## src/rtl/ldm_stm_pkg.sv

```systemverilog
// Shared types and helpers for the LDM/STM sequencer.
package ldm_stm_pkg;

  typedef enum logic [1:0] {IDLE, XFER, WBACK, DONE} seq_state_t;

  localparam logic [3:0] PC_REG = 4'd15;

  function automatic logic [4:0] popcount16(input logic [15:0] v);
    logic [4:0] c;
    c = '0;
    for (int i = 0; i < 16; i++) c = c + {4'b0, v[i]};
    return c;
  endfunction

endpackage

```

## src/rtl/lsb_prio_enc.sv

```systemverilog
// Lowest-set-bit encoder: index of the lowest 1 in vec, none when vec is zero.
module lsb_prio_enc (
  input  logic [15:0] vec,
  output logic [3:0]  idx,
  output logic        none
);

  always_comb begin
    idx  = '0;
    none = (vec == 16'd0);
    for (int i = 15; i >= 0; i--) begin
      if (vec[i]) idx = 4'(i);
    end
  end

endmodule

```

## src/rtl/ldm_stm_seq.sv

```systemverilog
// LDM/STM sequencer: walks the register list one transfer per memory ack,
// then optionally writes the updated base back to rn.
module ldm_stm_seq
  import ldm_stm_pkg::*;
#(
  parameter int unsigned STEP = 4
) (
  input  logic        clk,
  input  logic        reset,
  input  logic        start,
  input  logic        is_load,
  input  logic        pre,
  input  logic        up,
  input  logic        wback,
  input  logic [3:0]  rn,
  input  logic [31:0] base,
  input  logic [15:0] reglist,
  output logic        busy,
  output logic        done,
  output logic        mem_req,
  output logic        mem_we,
  output logic [31:0] mem_addr,
  output logic [31:0] mem_wdata,
  input  logic [31:0] mem_rdata,
  input  logic        mem_ack,
  output logic [3:0]  rf_ra,
  input  logic [31:0] rf_rd,
  output logic        rf_we,
  output logic [3:0]  rf_wa,
  output logic [31:0] rf_wd,
  output logic        pc_load
);

  localparam logic [31:0] STEP_W = 32'(STEP);

  seq_state_t  state_q, state_d;
  logic [15:0] mask_q, mask_d;
  logic [31:0] addr_q, addr_d;
  logic [31:0] fbase_q, fbase_d;
  logic        is_load_q, is_load_d;
  logic        do_wb_q, do_wb_d;
  logic [3:0]  rn_q, rn_d;

  logic [3:0]  cur;
  logic        cur_none;
  logic [31:0] span;
  logic        last;
  logic        xfer_ack;

  lsb_prio_enc u_enc (
    .vec  (mask_q),
    .idx  (cur),
    .none (cur_none)
  );

  always_ff @(posedge clk or posedge reset) begin
    if (reset) begin
      state_q   <= IDLE;
      mask_q    <= '0;
      addr_q    <= '0;
      fbase_q   <= '0;
      is_load_q <= 1'b0;
      do_wb_q   <= 1'b0;
      rn_q      <= '0;
    end else begin
      state_q   <= state_d;
      mask_q    <= mask_d;
      addr_q    <= addr_d;
      fbase_q   <= fbase_d;
      is_load_q <= is_load_d;
      do_wb_q   <= do_wb_d;
      rn_q      <= rn_d;
    end
  end

  always_comb begin
    state_d   = state_q;
    mask_d    = mask_q;
    addr_d    = addr_q;
    fbase_d   = fbase_q;
    is_load_d = is_load_q;
    do_wb_d   = do_wb_q;
    rn_d      = rn_q;

    span     = STEP_W * {27'b0, popcount16(reglist)};
    xfer_ack = (state_q == XFER) && mem_ack && !cur_none;
    // Only one bit left in the mask means this ack finishes the list.
    last     = ((mask_q & (mask_q - 16'd1)) == 16'd0);

    unique case (state_q)
      IDLE: begin
        if (start) begin
          is_load_d = is_load;
          rn_d      = rn;
          mask_d    = reglist;
          // A loaded base register takes priority over the written-back base.
          do_wb_d   = wback && !(is_load && reglist[rn]);
          fbase_d   = up ? base + span : base - span;
          if (up) addr_d = pre ? base + STEP_W : base;
          else    addr_d = pre ? base - span : base - span + STEP_W;
          if (reglist != 16'd0) state_d = XFER;
          else if (wback)       state_d = WBACK;
          else                  state_d = DONE;
        end
      end
      XFER: begin
        if (xfer_ack) begin
          mask_d = mask_q & (mask_q - 16'd1);
          addr_d = addr_q + STEP_W;
          if (last) state_d = do_wb_q ? WBACK : DONE;
        end
      end
      WBACK:   state_d = DONE;
      default: state_d = IDLE;
    endcase
  end

  always_comb begin
    busy      = (state_q != IDLE);
    done      = (state_q == DONE);
    mem_req   = (state_q == XFER);
    mem_we    = mem_req && !is_load_q;
    mem_addr  = addr_q;
    mem_wdata = rf_rd;
    rf_ra     = cur;
    rf_we     = 1'b0;
    rf_wa     = '0;
    rf_wd     = '0;
    pc_load   = 1'b0;
    if (state_q == XFER) begin
      rf_wa = cur;
      if (xfer_ack && is_load_q) begin
        rf_wd   = mem_rdata;
        rf_we   = (cur != PC_REG);
        pc_load = (cur == PC_REG);
      end
    end else if (state_q == WBACK) begin
      rf_we = 1'b1;
      rf_wa = rn_q;
      rf_wd = fbase_q;
    end
  end

endmodule

```

## config.mk

```make
export PLATFORM = sky130hd
export DESIGN_NAME = ldm_stm_seq
export DESIGN_NICKNAME = d
export VERILOG_FILES = /design/src/rtl/ldm_stm_pkg.sv /design/src/rtl/lsb_prio_enc.sv /design/src/rtl/ldm_stm_seq.sv
export SDC_FILE = /design/constraint.sdc
export NUM_CORES = 1
export LEC_CHECK = 0
export CAP_MARGIN = 15
export CORE_MARGIN = 4
export CORE_UTILIZATION = 46
export CTS_CLUSTER_SIZE = 25
export DETAILED_ROUTE_END_ITERATION = 7
export MAX_ROUTING_LAYER = met4
export PLACE_DENSITY = 0.75
export SLEW_MARGIN = 20
export SYNTH_ARGS = -nofsm -noshare
export SYNTH_HDL_FRONTEND = slang
export SYNTH_SLANG_ARGS = --single-unit
```

## constraint.sdc

```tcl
create_clock -name clk -period 2.64 [get_ports clk]
set_input_delay 0.396 -clock clk [delete_from_list [all_inputs] [get_ports clk]]
set_output_delay 0.396 -clock clk [all_outputs]
set_load 0.01 [all_outputs]
```

### Word level (Yosys, flattened, before mapping)

Cells that the tools add are included.

* flip-flop bits (word level): 88
* word-level logic and storage cells: 101
* output and inout port bits: 110

* bitwise logic cells: 1
* equal/unequal tests: 8
* reduce and logical (&&, ||, !) cells: 18
* add/subtract/negate cells: 21
* muxes and demuxes: 45
* magnitude comparators: 1

Operators with widths (number)
* $mux 32: 9
* $add 32x3->32 const B: 3
* $mux 4: 18
* $pmux 32 s2: 1
* $add 5x1->5: 11
* $add 32x7->32: 1
* $logic_not 16->1: 2
* $mux 16: 2
* $pmux 16 s2: 1
* $sub 32x7->32: 1
* $and 16x16->16: 1
* $reduce_bool 16->1: 1
* $sub 16x1->16 const B: 1
* $mux 1: 8
* $mux 2: 4
* $logic_and 1x1->1: 6
* $pmux 2 s3: 1
* $reduce_and 3->1: 2
* $add 4x1->5: 1
* $lt 4x5->1 const B: 1
* $add 3x1->4: 1
* $bmux 1 s4: 1
* $eq 2x2->1 const B: 2
* $eq 4x4->1 const B: 1
* 10 further kinds: 14

### Logic depth before layout (Yosys ltp)

Gate-level depths: netlist of the first run.

* depth after elaboration: 21
* depth in mapped cells: 24
* depth with buffers taken out: 23

### Modules after synthesis

From an unflattened synthesis of the first run, not the netlist that was laid out.

* cell total of the unflattened synthesis: 1209
* area total of the unflattened synthesis: 9166.3 µm²

By module, submodules not included
* ldm_stm_seq: times used 1, area an instance 8981.1 µm², cells an instance 1176
* lsb_prio_enc: times used 1, area an instance 185.2 µm², cells an instance 33

### Worst setup path after synthesis of the first run

No wires, ideal clock.

* kind: input to register
* from: input reglist[0]
* to: register addr_q[24], in the netlist mem_addr[24]
* slack: -3858 ps
* arrival: 6394 ps
* path buffers: 1
* stages: 20
* cells stage by stage: inv_1 > fa_1 > fa_1 > fa_1 > fa_1 > inv_1 > ha_1 > fa_1 > a21o_1 > and2_1 > ha_1 > clkbuf_1 > a21oi_1 > or4_1 > a222oi_1 > or4b_4 > or2_4 > nor4_1 > xor2_1 > a221oi_1

* longest elaborated chain between the ends: 21

Ends and longest elaborated chain
* from (decl): line ldm_stm_seq.sv:17 `input logic [15:0] reglist,`
* $add 1x1->2 *: line ldm_stm_pkg.sv:11 `for (int i = 0; i < 16; i++) c = c + {4'b0, v[i]};`
* $add 2x1->3 *: line ldm_stm_pkg.sv:11
* $add 3x1->4 *: line ldm_stm_pkg.sv:11
* $add 4x1->5 *: line ldm_stm_pkg.sv:11
* $add 5x1->5 * (11 in series): line ldm_stm_pkg.sv:11
* $sub 32x7->32 *: line ldm_stm_seq.sv:100 `else addr_d = pre ? base - span : base - span + STEP_W;`
* $add 32x3->32: line ldm_stm_seq.sv:100
* $mux 32 *: line ldm_stm_seq.sv:100
* $mux 32 *: line ldm_stm_seq.sv:99 `if (up) addr_d = pre ? base + STEP_W : base;`
* $mux 32 *: line ldm_stm_seq.sv:92 `if (start) begin`
* $pmux 32 s2 *: line ldm_stm_seq.sv:90 `unique case (state_q)`
* to (signal assigned): line ldm_stm_seq.sv:68 `addr_q <= addr_d;`
* to (decl): line ldm_stm_seq.sv:38 `logic [31:0] addr_q, addr_d;`

Mark *: on every way between the ends. The rest lies on a longest branch, timed or not. The select of a mux whose other input is x is not followed.
A chain may end at the register's enable or synchronous reset.

### Worst setup path in the final report of the first run

Same ends and word-level chain as after synthesis.

==> reports/results.txt, run 1 <==
worst IR drop on VDD: 1.07 mV
Avg Vias per Cell: 6.38
GRT Util Overall: 34.4%
Synth Net Count: 1,309
chip height: 147 um
Post-Synth Simple-Gate Area: 25.4%
EDFF count, synth: 0
DP HPWL: 27,300 um
Async S/R FF share, synth: 100%
violated checks: negative setup slack
initial antenna violation count: 0
crit path to: mem_addr[24]$_DFFE_PP0P_
share of layout cells above drive strength 1: 43.6%
clock skew: 9.86 ps
status: complete, but fails checks
Initial Util: 47.3%
Mapped Cells: 1,148
Static Leakage: 6.44 nW
Hold Fails Final Rpt: 0
CTS buffer count: 9
switching power: 8.25 mW
sequential share of the synthesized area: 24.7%
Chip Width: 147 um
WHS: 364 ps
Core Footprint: 0.0189 mm2
Clk network pwr share: 7.4%
global-route wire length before repair: 57,800 um
Final Setup Violations: 85
post-place setup slack: -4350 ps
number of global-route vias before repair: 10,400
xor/xnor share of the synthesized area: 8.92%
Top FF cell, synth: dfrtp_1
syn_area_per_cell: 7.78 um2
Critical Path RT: 2890 ps
Ys Warns: 0
Max Clock Freq: 156 MHz
worst reg-to-reg path cell count: 12
Antenna Nets Post-Route: 0
RD Place Congestion: 1.00
Adder-Cell Fraction of Synth Area: 6.64%
Post-Route WL: 43,400 um
Worst Setup Slack, final: -3770 ps
largest net degree at the start of global routing: 60
Logic pwr share: 76.9%
Sum Neg Setup Slack: -168,320 ps
post-synthesis register bit count: 88
part of the power in registers: 15.6%
Vias: 11,600
Ant. Diodes: 0
CP Launch Type: primary input
CTS tree: yes
main combinational cell family by area after synthesis: simple AND/OR/NAND/NOR gates
Iter 0 DRT Violations: 1,428
Max Buffers Root-to-Sink: 2
crit path launch: reglist[0]
Post-layout nets: 1,720
slack of the worst reg-to-reg path: 50 ps
Cell Rows: 50
Boundary Pins: 234
worst slew margin relative to its limit: 52.4%
PD cells: 1180 mW/mm2
Initial DRT Pass Iterations: 8
CP max FO: 5
clk root buf: clkbuf_16
WS Path Type: primary input to flip-flop
post-route minimum period: 6410 ps
FF-to-FF End: mem_addr[24]$_DFFE_PP0P_
port bufs: 169
Synth Area in Compound Gates: 22.5%
post-synthesis mux area share: 3.66%
CP endpoint kind: flip-flop
H-Tree Depth: 3
Routed WL per cell: 23.8 um
Pins Over Slew Limit: 0
worst hold path class: primary input to flip-flop
worst slew pin tran: 713 ps
Max Cap Viol: 0
Critical Path AT: 6670 ps
unrepaired setup endpoints after global routing: yes
Layout area overhead: 68.9%
die area: 0.0217 mm2
internal power: 9.52 mW
# DRC: 0
Post-CTS Hold Fix Bufs: 0
final global-route overflow total: 0
Sw Ratio: 46.4%
period utilisation layout: 243%
worst skew pair latency: 370 ps
Yosys cell types: 76
synthesized cell area: 0.00893 mm2
Clock Sinks: 88
clk slew on worst S/H paths: 80 ps
Total Power: 17.8 mW
Worst R2R Start: mask_q[0]$_DFFE_PP0P_
[cell families (layout without fill, tap and decap cells)]
group	count (synthesis)	in the layout
simple gates	442	442
fa+ha+maj	41	41
flops	88	88
mux	25	25
compound gates	300	300
buf+inv	161	576
xor+xnor	91	91
[cell type report]
cell class	count	area, um2
Fill cell	1162	3800
Timing Repair Buffer	507	4460
Inverter	54	219
Multi-Input combinational cell	899	7610
Sequential cell	88	2200
Clock inverter	6	51.3
Clock buffer	9	225
Tap cell	260	325
[cells in the mapped netlist (12+ instances only)]
| cell | n | area (um2) |
|---|---|---|
| nor4_1 | 20 | 125 |
| xnor2_1 | 48 | 420 |
| or3_1 | 13 | 81.3 |
| and2_1 | 15 | 93.8 |
| o22ai_1 | 18 | 113 |
| nand3_1 | 48 | 240 |
| and3_1 | 13 | 81.3 |
| buf_4 | 32 | 240 |
| dfrtp_1 | 88 | 2200 |
| clkbuf_1 | 67 | 251 |
| inv_1 | 54 | 203 |
| o21ai_0 | 84 | 420 |
| a22o_1 | 37 | 324 |
| or4_1 | 12 | 90.1 |
| nor2_1 | 73 | 274 |
| fa_1 | 12 | 240 |
| nand2_1 | 134 | 503 |
| o31ai_1 | 13 | 97.6 |
| nor3_1 | 36 | 180 |
| nand4_1 | 25 | 156 |
| xor2_1 | 43 | 377 |
| a21oi_1 | 59 | 295 |
| ha_1 | 25 | 313 |
[how the worst min path moves through the flow]
| stage | startpoint | to | depth (start not counted) |
|---|---|---|---|
| floorplan | fbase_q[29]$_DFFE_PP0P_ | fbase_q[29]$_DFFE_PP0P_ | 2 |
| global placement | do_wb_q$_DFFE_PP0P_ | do_wb_q$_DFFE_PP0P_ | 2 |
| detailed placement | mem_addr[1]$_DFFE_PP0P_ | mem_addr[1]$_DFFE_PP0P_ | 2 |
| CTS | reglist[7] | mask_q[7]$_DFFE_PP0P_ | 3 |
| global route | reglist[7] | mask_q[7]$_DFFE_PP0P_ | 3 |
| finish | reglist[7] | mask_q[7]$_DFFE_PP0P_ | 3 |
[placed cells by master (no fill, tap or decap), types with 28 or more instances in the layout]
cell             count
buf_4              257
clkdlybuf4s50_1    116
a22o_1              36
o21ai_0             42
xor2_1              29
nor2_1              56
nand3_1             39
buf_2               28
xnor2_1             30
inv_1               35
buf_6               76
dfrtp_1             86
nand2_1            120
a21oi_1             38
[critical path: stages]
cell,delay (ps)
buf_8,80
inv_4,30
fa_1,490
fa_1,570
fa_2,500
fa_1,590
inv_2,50
ha_4,170
fa_2,490
buf_6,150
fa_2,340
or2_4,250
a221oi_4,340
o21ai_1,140
a222oi_1,350
buf_4,180
or4b_4,500
or2_4,280
nor4_4,290
xor2_1,130
a221oi_1,360
[power groups by stage]
stage	logic [mW]	clock network, mW	registers (mW)
floorplan	5.82	0	2.65
global placement	9.93	0	2.71
detailed placement	10.2	0	2.72
CTS	11.7	1.30	2.71
global route	14.4	1.36	2.85
finish	13.7	1.32	2.78
[routing by layer]
| metal | GRT usage [%] | vias up | wire, um |
|---|---|---|---|
| met5 | - | - | 0 |
| li1 | - | 4952 | - |
| met4 | 9.93 | 0 | 2330 |
| met3 | 5.95 | 241 | 4700 |
| met2 | 55.0 | 895 | 20200 |
| met1 | 45.1 | 5551 | 16100 |
[through the flow]
| step | instance area (um2) | util (%) | instances |
|---|---|---|---|
| finish | 15100 | 79.9 | 1823 |
| floorplan | 9410 | - | 1148 |
| global route | 15100 | 79.9 | 1823 |
| detailed placement | 12900 | 68.1 | 1726 |
| global placement | 12900 | 68.1 | 1726 |
| CTS | 14100 | 74.5 | 1789 |
[state kept, by name (all words and copies together) (netlist names)]
| signal | flops |
|---|---|
| fbase_q | 32 |
| state_q | 2 |
| mem_addr | 32 |
| do_wb_q | 1 |
| is_load_q | 1 |
| rn_q | 4 |
| mask_q | 16 |
[timing repair]
| item | 4_1_cts | 5_1_grt |
|---|---|---|
| endpoints found under the setup margin | 101 | 103 |
| gates cloned | 3 | 0 |
| pin swaps | 93 | 118 |
| gates resized for setup | 309 | 216 |
| setup buffers | 49 | 47 |
No activity file was read; power rests on OpenSTA's default activity.
==> inputs of run 2 (changes only) <==
--- a/config.mk
+++ b/config.mk
@@ -6,7 +6,7 @@
 export NUM_CORES = 1
 export LEC_CHECK = 0
 export CAP_MARGIN = 15
-export CORE_MARGIN = 4
+export CORE_MARGIN = 5
 export CORE_UTILIZATION = 46
 export CTS_CLUSTER_SIZE = 25
 export DETAILED_ROUTE_END_ITERATION = 7
==> reports/results.txt, run 2 (synthesis gave the netlist of run 1 again) <==
CTS tree: yes (unchanged)
Vias: 11,500 (was 11,600)
largest net degree at the start of global routing: 58 (was 60)
Ant. Diodes: 0 (unchanged)
Hold Path Cell Cnt: 3 (unchanged)
Worst Hold Endpoint: mask_q[13]$_DFFE_PP0P_ (was mask_q[7]$_DFFE_PP0P_)
violated checks: negative setup slack (unchanged)
CP max FO: 5 (unchanged)
H-Tree Depth: 3 (unchanged)
status: complete, but fails checks (unchanged)
port bufs: 169 (unchanged)
clk slew on worst S/H paths: 80 ps (about the same)
worst slew margin relative to its limit: 51.6% (was 52.4%)
Max Cap Viol: 0 (unchanged)
Max Buffers Root-to-Sink: 2 (unchanged)
Core Footprint: 0.0193 mm2 (was 0.0189 mm2)
Initial DRT Pass Iterations: 5 (was 8)
Routed WL per cell: 23.6 um (was 23.8 um)
FF-to-FF End: mem_addr[19]$_DFFE_PP0P_ (was mem_addr[24]$_DFFE_PP0P_)
period utilisation layout: 239% (was 243%)
worst reg-to-reg path cell count: 15 (was 12)
post-route minimum period: 6310 ps (was 6410 ps)
DP HPWL: 27,800 um (was 27,300 um)
Avg Vias per Cell: 6.33 (was 6.38)
commonest non-fill, non-tap cell in the layout: buf_4 (unchanged)
Static Leakage: 6.40 nW (was 6.44 nW)
Initial Util: 46.4% (was 47.3%)
most used cells in the layout excluding fill and tap cells: buf_4, nand2_1, clkdlybuf4s50_1 (unchanged)
chip height: 149 um (was 147 um)
worst hold path class: primary input to flip-flop (unchanged)
initial antenna violation count: 0 (unchanged)
RD Place Congestion: 0.993 (was 1.00)
Cell Rows: 51 (was 50)
Max Clock Freq: 159 MHz (was 156 MHz)
Final Setup Violations: 91 (was 85)
Boundary Pins: 234 (unchanged)
Hold Startpoint: reglist[13] (was reglist[7])
worst IR drop on VDD: 1.12 mV (was 1.07 mV)
unrepaired setup endpoints after global routing: yes (unchanged)
# DRC: 0 (unchanged)
number of global-route vias before repair: 10,900 (was 10,400)
clock skew: 10.6 ps (was 9.86 ps)
Hold Fails Final Rpt: 0 (unchanged)
Worst Setup Slack, final: -3670 ps (was -3770 ps)
WS Path Type: primary input to flip-flop (unchanged)
Finished Core Util: 78.3% (was 79.9%)
final global-route overflow total: 0 (unchanged)
Post-CTS Hold Fix Bufs: 0 (unchanged)
Pins Over Slew Limit: 0 (unchanged)
Chip Width: 149 um (was 147 um)
CP endpoint kind: flip-flop (unchanged)
post-place setup slack: -4310 ps (was -4350 ps)
die area: 0.0223 mm2 (was 0.0217 mm2)
Post-layout nets: 1,714 (was 1,720)
Critical Path RT: 2910 ps (was 2890 ps)
Layout area overhead: 68.9% (about the same)
Iter 0 DRT Violations: 1,579 (was 1,428)
CP Launch Type: primary input (unchanged)
Clock Sinks: 88 (unchanged)
worst skew pair latency: 360 ps (was 370 ps)
Antenna Nets Post-Route: 0 (unchanged)
clk root buf: clkbuf_16 (unchanged)
CTS buffer count: 9 (unchanged)
Worst R2R Start: mask_q[0]$_DFFE_PP0P_ (unchanged)
slack of the worst reg-to-reg path: -130 ps (was 50 ps)
worst slew pin tran: 724 ps (was 713 ps)
global-route wire length before repair: 60,700 um (was 57,800 um)
PD cells: 1170 mW/mm2 (was 1180 mW/mm2)
Post-Route WL: 43,100 um (was 43,400 um)
share of layout cells above drive strength 1: 42.8% (was 43.6%)
Critical Path AT: 6570 ps (was 6670 ps)
GRT Util Overall: 35.6% (was 34.4%)
run 2: worst max path at each step:
stage | endpoint | from | cells past startpoint | slack (ps)
final | mem_addr[24]$_DFFE_PP0P_ | reglist[7] | 27 | -3670
after detailed placement | mem_addr[24]$_DFFE_PP0P_ | reglist[15] | 24 | -4310
after global placement | mem_addr[23]$_DFFE_PP0P_ | reglist[15] | 21 | -4230
after global routing | mem_addr[24]$_DFFE_PP0P_ | reglist[13] | 22 | -3800
after CTS | mem_addr[24]$_DFFE_PP0P_ | reglist[0] | 21 | -3520
after floorplan | mem_addr[24]$_DFFE_PP0P_ | reglist[15] | 20 | -3350
run 2: power breakdown:
group          switching [mW]  leakage, nW  internal [mW]  total, mW
Sequential              0.702         1.06           2.03       2.73
Clock                   0.654        0.166          0.873       1.53
Combinational            6.71         5.18           6.66       13.4
run 2: per-stage QoR:
step                      power (mW)  std cells  hold WS [ps]  area, um2  TNS [ps]
final                           17.6       1823           334      15100   -164280
after global routing            18.5       1823           343      15100   -175700
after CTS                       15.8       1797           387      14100   -159500
after detailed placement        13.1       1732           473      12900   -222820
after global placement          12.8       1732           464      12900   -218350
after floorplan                 8.47       1148           449       9410   -144760
run 2: what timing repair did:
action,CTS,global route
endpoints found under the hold margin,0,0
buffers inserted,45,36
pin swaps,107,138
setup endpoints to repair,104,109
cloned,5,0
resized for setup,329,197
run 2: critical path, cell delays in order:
cell and delay [ps]:
buf_2 110, inv_2 50, fa_1 570, fa_1 180
inv_1 50, fa_1 500, inv_1 60, fa_1 600
inv_1 90, ha_1 310, a21o_1 210, a21oi_2 190
xnor2_2 170, inv_1 90, ha_1 240, nor2_2 160
a221oi_4 100, buf_4 150, or3_1 340, a222oi_1 370
buf_4 180, or4b_4 500, or2_4 280, buf_4 140
nor4_4 140, xor2_1 110, a221oi_2 280
run 2: area by class of cell:
| type | count | area (um2) |
|---|---|---|
| repair buffers | 496 | 4370 |
| flip-flops and latches | 88 | 2200 |
| inverters | 54 | 226 |
| clock buffers | 10 | 239 |
| clock inverters | 6 | 97.6 |
| multi-input cells | 904 | 7620 |
| well taps | 265 | 332 |
| fillers | 1239 | 4180 |
run 2: routing by layer:
| layer | wire (um) | share of wire [%] | global-route usage (%) |
|---|---|---|---|
| met3 | 4550 | 11 | 6.47 |
| met2 | 20200 | 47 | 57.1 |
| met4 | 2370 | 5.5 | 11.4 |
| met1 | 16000 | 37 | 46.0 |
| met5 | 0 | 0 | - |
